`src/rtl/irq_collect5.sv`:
```
// Five-source interrupt collector: input stage, edge/level detect, pending latch, drop counter.
// Define IRQ_COLLECT_SYNC_EN for a 2-flop REQ synchroniser (+1 cycle latency).
module irq_collect5 #(
    parameter logic [4:0]  EDGE_SEL = 5'b11111,
    parameter int unsigned CNT_W    = 8
) (
    input  logic             CLK,
    input  logic             RSTN,
    input  logic [4:0]       REQ,
    input  logic [4:0]       MASK,
    input  logic             ACK,
    input  logic [2:0]       ACK_ID,
    input  logic             CNT_CLR,
    output logic [4:0]       PEND,
    output logic             IRQ,
    output logic             VALID,
    output logic [2:0]       ID,
    output logic [CNT_W-1:0] DROP_CNT
);

    localparam logic [CNT_W-1:0] CNT_MAX = '1;

    logic [4:0]       s_q;
    logic [4:0]       prev_q;
    logic [4:0]       pend_q;
    logic [4:0]       pend_d;
    logic [4:0]       evt;
    logic [4:0]       clr;
    logic [4:0]       drop;
    logic [2:0]       drop_num;
    logic [16:0]      cnt_sum;
    logic             irq_q;
    logic [CNT_W-1:0] cnt_q;
    logic [CNT_W-1:0] cnt_d;

`ifdef IRQ_COLLECT_SYNC_EN
    logic [4:0] sync_q;

    always_ff @(posedge CLK or negedge RSTN) begin
        if (!RSTN) begin
            sync_q <= '0;
            s_q    <= '0;
        end else begin
            sync_q <= REQ;
            s_q    <= sync_q;
        end
    end
`else
    always_ff @(posedge CLK or negedge RSTN) begin
        if (!RSTN) begin
            s_q <= '0;
        end else begin
            s_q <= REQ;
        end
    end
`endif

    always_ff @(posedge CLK or negedge RSTN) begin
        if (!RSTN) begin
            prev_q <= '0;
            pend_q <= '0;
            irq_q  <= 1'b0;
            cnt_q  <= '0;
        end else begin
            prev_q <= s_q;
            pend_q <= pend_d;
            irq_q  <= VALID;
            cnt_q  <= cnt_d;
        end
    end

    always_comb begin
        evt      = (EDGE_SEL & s_q & ~prev_q) | (~EDGE_SEL & s_q);
        clr      = '0;
        for (int i = 0; i < 5; i++) begin
            clr[i] = ACK && (ACK_ID == 3'(i));
        end
        // Set wins over a same-cycle clear so no event is lost.
        pend_d   = evt | (pend_q & ~clr);
        drop     = EDGE_SEL & evt & pend_q & ~clr;
        drop_num = '0;
        for (int i = 0; i < 5; i++) begin
            drop_num = drop_num + 3'(drop[i]);
        end
    end

    always_comb begin
        cnt_sum = 17'(cnt_q) + 17'(drop_num);
        if (CNT_CLR) begin
            cnt_d = '0;
        end else if (cnt_sum > 17'(CNT_MAX)) begin
            cnt_d = CNT_MAX;
        end else begin
            cnt_d = cnt_sum[CNT_W-1:0];
        end
    end

    always_comb begin
        PEND  = pend_q & MASK;
        VALID = |PEND;
        ID    = '0;
        // Descending scan leaves the lowest pending index.
        for (int i = 4; i >= 0; i--) begin
            if (PEND[i]) begin
                ID = 3'(i);
            end
        end
    end

    assign IRQ      = irq_q;
    assign DROP_CNT = cnt_q;

endmodule
```
`config.mk`:
```
export PLATFORM = sky130hd
export DESIGN_NAME = irq_collect5
export DESIGN_NICKNAME = d
export VERILOG_FILES = /design/src/rtl/irq_collect5.sv
export SDC_FILE = /design/constraint.sdc
export NUM_CORES = 1
export LEC_CHECK = 0
export CAP_MARGIN = 30
export CORE_AREA = 2 2 57 59
export CTS_BUF_LIST = sky130_fd_sc_hd__clkbuf_8
export DETAILED_ROUTE_END_ITERATION = 8
export DIE_AREA = 0 0 59 61
export PLACE_DENSITY = 0.67
export RECOVER_POWER = 50
export SLEW_MARGIN = 20
export SYNTH_ARGS = -nofsm -noshare
export SYNTH_HDL_FRONTEND = slang
export SYNTH_SLANG_ARGS = --single-unit
```
`constraint.sdc`:
```
create_clock -name CLK -period 3.66 [get_ports CLK]
set_input_delay 0.366 -clock CLK [delete_from_list [all_inputs] [get_ports CLK]]
set_output_delay 0.366 -clock CLK [all_outputs]
set_load 0.005 [all_outputs]
```
==> results.ini, run 1 <==
[outcome]
outcome=finished clean

[setup_path]
max_stage_delay_ns=0.51
arrival_ns=3.61
path_cells=clkdlybuf4s50_1 -> nand2b_1 -> o31ai_2 -> nor2_1 -> fa_1 -> inv_1 -> fa_1 -> inv_1 -> ha_1 -> inv_1 -> fa_2 -> o21ai_4 -> nand3_1 -> a311oi_2
reg2reg_setup_slack_ns=0.69
crit_start=ACK_ID[2]
worstSetupPathType=input pin to flop
critPathCaptureType=flop
path_max_fanout=6
crit_top_cell=inv_1
r2r_start=pend_q[0]$_DFF_PN0_
required_ns=3.84
cp-start-kind=input pin
crit_slowest_cell=fa_1

[pwr]
power_leakage_nw=0.732
total_power_mw=0.739
powerDensity_mw_per_mm2=454
ir_drop_mv=0.237

[grt]
track_usage=0.143
grt_overflow_total=0
antenna_found_initial=0
grt_pass1_vias=869
grt_max_degree=17
grt_pass1_wl_um=3840

[synthesis]
netlist_area_mm2=0.00113
ys_warn_count=0
async_flop_share=1.00
syn_inst=107
syn_avg_cell_area_um2=10.5
ys_ff_latch=24
yosysSeqAreaShare=0.533
synth-edff-count=0
ys_types=32
synth_nets=131
yosys_most_used_dff=dfrtp_1

[clocking]
path_clk_slew_ns=0.09
cts_made_buffers=3
cts_resized=0
clk_latency_ns=0.27
cts_sinks=24
clockRootBuffer=clkbuf_8
cts_tree=yes
h-tree-depth=1
cts_buffer_depth=2
post_cts_buffers=0
postCtsHoldBufs=0

[sta]
max_freq_mhz=291
setup_viol=0
hold_violations=0
period_minus_slack_ns=3.43
finClkSkew_ns=0.00373
fin_crit_sh=0.938
hold_slack_ns=0.379
drv_slew=0
relSlewSlack=0.456
worstMarginPinSlew_ns=0.817

[finish]
diodes=0
fin_nets=173
layout_commonest_cell=clkdlybuf4s50_1
drive_gt1_frac=0.101
mostFrequentLayoutCells=28 x clkdlybuf4s50_1, 24 x dfrtp_1, 13 x inv_1, 11 x nand2_1, 9 x a21oi_1
syn_to_final_growth_pct=44.3
fill_cells=290

[placement]
gp_congestion=0.792
hpwl_um=1780
numPortBuffers=34

[drt]
drt_iter0_drc=17
drt_wl_total_um=2270
dr_total_vias=901
antenna_left=0
wl_per_cell_um=12.5
dr.pass1.iters=4
drt_drc_violations_left=0
via_per_inst=4.98

[floorplanning]
dieArea_mm2=0.00360
core-area_mm2=0.00295
rows=20
io_pins=35
start_util=0.382
die_y_um=61
die_x_um=59

[flow_run]
max_cap_violations=0

[worst_hold_path]
min-delay-start=s_q[4]$_DFF_PN0_
hp-class=flop to flop

==> flip-flops by register name, indices dropped and copies added, names as in the netlist <==
name	count
s_q	5
pend_q	5
IRQ	1
prev_q	5
DROP_CNT	8
==> layout make-up <==
class                      instances  area [um^2]  share of cell area
clock buffer                       3         41.3              0.0254
clock inverter                     1         30.0              0.0185
inverter                          13         48.8              0.0300
multi-input combinational         68          490               0.302
sequential                        24          601               0.369
tap                               33         41.3              0.0254
timing repair buffer              39          374               0.230
==> worst max-delay path, delay by kind of cell <==
family                   cells  cell delay [ns]
AND/OR/NAND/NOR              3             0.40
buffers and inverters        4             0.63
adder cells (fa/ha/maj)      4             1.51
AO/OA/AOI/OAI                3             0.70
==> kinds of logic after synthesis <==
| group | after synthesis | synth area share |
|---|---|---|
| AO/OA/AOI/OAI | 23 | 0.124 |
| XOR/XNOR | 2 | 0.0155 |
| adder cells (fa/ha/maj) | 7 | 0.0977 |
| buffers and inverters | 15 | 0.0510 |
| flip-flops | 24 | 0.533 |
| multiplexers | 1 | 0.00888 |
| AND/OR/NAND/NOR | 35 | 0.170 |
==> where the power goes <==
| part | total [mW] | leakage, nW | internal (mW) | switching [mW] |
|---|---|---|---|---|
| registers | 0.305 | 0.284 | 0.289 | 0.0159 |
| logic | 0.201 | 0.412 | 0.109 | 0.0924 |
| clock network | 0.232 | 0.0357 | 0.146 | 0.0857 |
==> cell usage after synthesis (all sizes together), types with 3 or more instances <==
library cell	n	area [um^2]
o21ai	5	28.8
nor2	4	15.0
nand2b	5	31.3
nand2	11	41.3
a21oi	9	45.0
fa	3	60.1
inv	13	48.8
ha	4	50.1
dfrtp	24	601
==> worst paths after layout <==
| check | endpoint | cells past startpoint |
|---|---|---|
| worst min register to register | prev_q[4]$_DFF_PN0_ | 0 |
| worst max-delay path | DROP_CNT[5]$_DFF_PN0_ | 14 |
| worst min-delay path | prev_q[4]$_DFF_PN0_ | 0 |
| max in group asynchronous | DROP_CNT[3]$_DFF_PN0_ | 2 |
| worst max register to register | DROP_CNT[5]$_DFF_PN0_ | 12 |
| min in group asynchronous | prev_q[0]$_DFF_PN0_ | 1 |
==> stage by stage <==
step	std cells	area [um^2]	util	setup slack [ns]	setup TNS [ns]
2_1_floorplan	107	1130	-	0.511	0
3_3_place_gp	176	1530	0.518	-0.0827	-0.266
3_5_place_dp	177	1560	0.528	-0.179	-1.13
4_1_cts	181	1630	0.552	0.0901	0
5_1_grt	181	1630	0.551	-0.00440	-0.00440
6_report	181	1630	0.551	0.225	0
==> routing by layer <==
metal | GRT usage | part of all wire | up-vias
li1 | - | - | 440
met1 | 0.166 | 0.43 | 422
met2 | 0.249 | 0.49 | 39
met3 | 0.0618 | 0.086 | 0
met4 | 0.0260 | 0 | 0
met5 | 0 | 0 | -
(Power assumes the default switching activity.)
==> inputs of run 2 (changes only) <==
CELL_PAD_IN_SITES_DETAIL_PLACEMENT = 1   (was not set)
CELL_PAD_IN_SITES_GLOBAL_PLACEMENT = 2   (was not set)
CORE_AREA = 2 2 66 68   (was 2 2 57 59)
DIE_AREA = 0 0 68 70   (was 0 0 59 61)
PLACE_DENSITY = not set   (was 0.67)
PLACE_DENSITY_LB_ADDON = 0.15   (was not set)
==> run 2 against run 1 <==
Effect of this change:
- via count grew 0.11%
- first-iteration DRC count shrank 35%
- sequential power is essentially flat
- worst hold slack lost 0.011 ns
- critical path depth is the same
- power shrank 5.1%
- die area grew 32%
- clock-buffer cell count grew 1
- clock skew grew 0.0019 ns
- critical path type unchanged
- critical endpoint is now DROP_CNT[1]$_DFF_PN0_
- highest routed layer is now met4
==> results.ini, run 2 (synthesis results as in run 1) <==
[setup_path]
required_ns=3.85  ; about the same
crit_top_cell=inv_1
worstSetupPathType=input pin to flop
reg2reg_setup_slack_ns=0.65  ; -0.04 ns
r2r_start=pend_q[2]$_DFF_PN0_
reg2reg_depth=12  ; unchanged
critical_path.endpoint=DROP_CNT[1]$_DFF_PN0_
arrival_ns=3.60  ; about the same
path_cells=clkdlybuf4s50_1 -> nand2b_1 -> o21ai_1 -> nor2_1 -> fa_1 -> inv_1 -> fa_1 -> inv_1 -> ha_1 -> inv_1 -> fa_2 -> o21ai_4 -> nand4_1 -> a21oi_2
r2r_end=DROP_CNT[1]$_DFF_PN0_
max_stage_delay_ns=0.48  ; -0.03 ns
path_max_fanout=4  ; -2
critPathCaptureType=flop
crit_start=ACK_ID[0]
crit_slowest_cell=fa_1
cp-start-kind=input pin

[finish]
largest_reg_flops=8  ; unchanged
fin_nets=173  ; unchanged
multi_input_area_um2=513  ; +4.6%
syn_to_final_growth_pct=46.7
diodes=0  ; unchanged
register_area_um2=601  ; unchanged
design_area_mm2=0.00165  ; +1.7%
fill_cells=479  ; +65%
layout_commonest_cell=clkdlybuf4s50_1
mostFrequentLayoutCells=30 x clkdlybuf4s50_1, 24 x dfrtp_1, 13 x inv_1, 11 x nand2_1, 7 x a21oi_1
utilization=0.399  ; -0.152
drive_gt1_frac=0.128  ; +0.0270

[clocking]
cts_sinks=24  ; unchanged
clk_latency_ns=0.27  ; about the same
path_clk_slew_ns=0.09  ; about the same
clockRootBuffer=clkbuf_8
post_cts_buffers=0  ; unchanged
cts_resized=0  ; unchanged
h-tree-depth=1  ; unchanged
cts_tree=yes
cts_buffer_depth=2  ; unchanged
cts_made_buffers=3  ; unchanged
postCtsHoldBufs=0  ; unchanged

[drt]
drt_drc_violations_left=0  ; unchanged
dr.pass1.iters=4  ; unchanged
wl_per_cell_um=13.1  ; +4.3%
drt_iter0_drc=11  ; -6
dr_total_vias=902  ; +0.11%
via_per_inst=4.51  ; -9.4%
drt_wl_total_um=2610  ; +15%
antenna_left=0  ; unchanged

[placement]
numPortBuffers=34  ; unchanged
placed_area_mm2=0.00156  ; about the same
gp_congestion=0.761  ; -4.0%
dp_slack_ns=-0.285  ; -0.106 ns
hpwl_um=2090  ; +18%

[sta]
relSlewSlack=0.121  ; -0.335
period_minus_slack_ns=3.41  ; -0.0235 ns
finClkSkew_ns=0.00560  ; +0.00187 ns
fin_crit_sh=0.932  ; -0.00642
rsz0062_at_grt=false
max_freq_mhz=293  ; +0.69%
drv_slew=0  ; unchanged
hold_slack_ns=0.368  ; -0.0109 ns
worstMarginPinSlew_ns=1.32  ; +0.502 ns
setup_ws_ns=0.249  ; +0.0235 ns
hold_violations=0  ; unchanged
setup_viol=0  ; unchanged

[floorplanning]
io_pins=35  ; unchanged
die_y_um=70  ; +15%
dieArea_mm2=0.00476  ; +32%
die_x_um=68  ; +15%
core-area_mm2=0.00414  ; +40%
start_util=0.272  ; -0.110
rows=24  ; +20%

[grt]
grt_max_degree=25  ; +8
track_usage=0.125  ; -0.0180
antenna_found_initial=0  ; unchanged
grt_overflow_total=0  ; unchanged
grt_pass1_vias=963  ; +11%
grt_pass1_wl_um=4460  ; +16%

[pwr]
ir_drop_mv=0.207  ; -13%
powerDensity_mw_per_mm2=424  ; -6.7%
power_leakage_nw=0.734  ; +0.30%

[flow_run]
max_cap_violations=0  ; unchanged

[outcome]
outcome=finished clean

[worst_hold_path]
hp-class=input pin to async pin

run 2: changes by cell type in the layout (fill, tap and decap cells not counted), moves of 2 or more:
cell             delta
dlygate4sd3_1       -3
a21oi_1             -2
a21oi_2             +2
clkdlybuf4s50_1     +2
run 2: where the power goes:
group	total [mW]	leakage, nW	internal, mW	switching (mW)
Sequential	0.306	0.284	0.289	0.0170
Clock	0.181	0.0288	0.0961	0.0845
Combinational	0.214	0.421	0.115	0.0994
run 2: worst min path at each step:
stage	endpoint	slack, ns	cells past startpoint
floorplan	DROP_CNT[0]$_DFF_PN0_	0.07	0
global placement	prev_q[3]$_DFF_PN0_	0.36	0
detailed placement	prev_q[4]$_DFF_PN0_	0.36	0
CTS	prev_q[2]$_DFF_PN0_	0.09	1
global route	prev_q[3]$_DFF_PN0_	0.40	0
finish	prev_q[2]$_DFF_PN0_	0.37	1
run 2: per-layer routing:
| layer | track usage | part of all wire | routed length, um | up-vias |
|---|---|---|---|---|
| li1 | - | - | - | 442 |
| met1 | 0.163 | 0.44 | 1160 | 433 |
| met2 | 0.196 | 0.49 | 1290 | 25 |
| met3 | 0.0225 | 0.058 | 151 | 2 |
| met4 | 0.0600 | 0.0069 | 18 | 0 |
| met5 | 0 | 0 | 0 | - |
run 2: per-stage QoR:
step / cells / power, mW / setup TNS (ns)
after floorplan: 107 / 0.411 / 0
after global placement: 196 / 0.513 / -0.569
after detailed placement: 196 / 0.512 / -1.48
after CTS: 200 / 0.701 / 0
after global routing: 200 / 0.756 / 0
final: 200 / 0.701 / 0
run 2: area by class of cell:
type | instances | area share
well taps | 52 | 0.0393
clock buffers | 4 | 0.0333
multi-input cells | 68 | 0.310
repair buffers | 39 | 0.225
inverters | 13 | 0.0295
flip-flops and latches | 24 | 0.363
run 2: worst max-delay path: cells and delay by family:
kind	cells	cell delay (ns)
simple gates	3	0.51
compound gates	3	0.58
fa+ha+maj	4	1.49
buf+inv	4	0.65
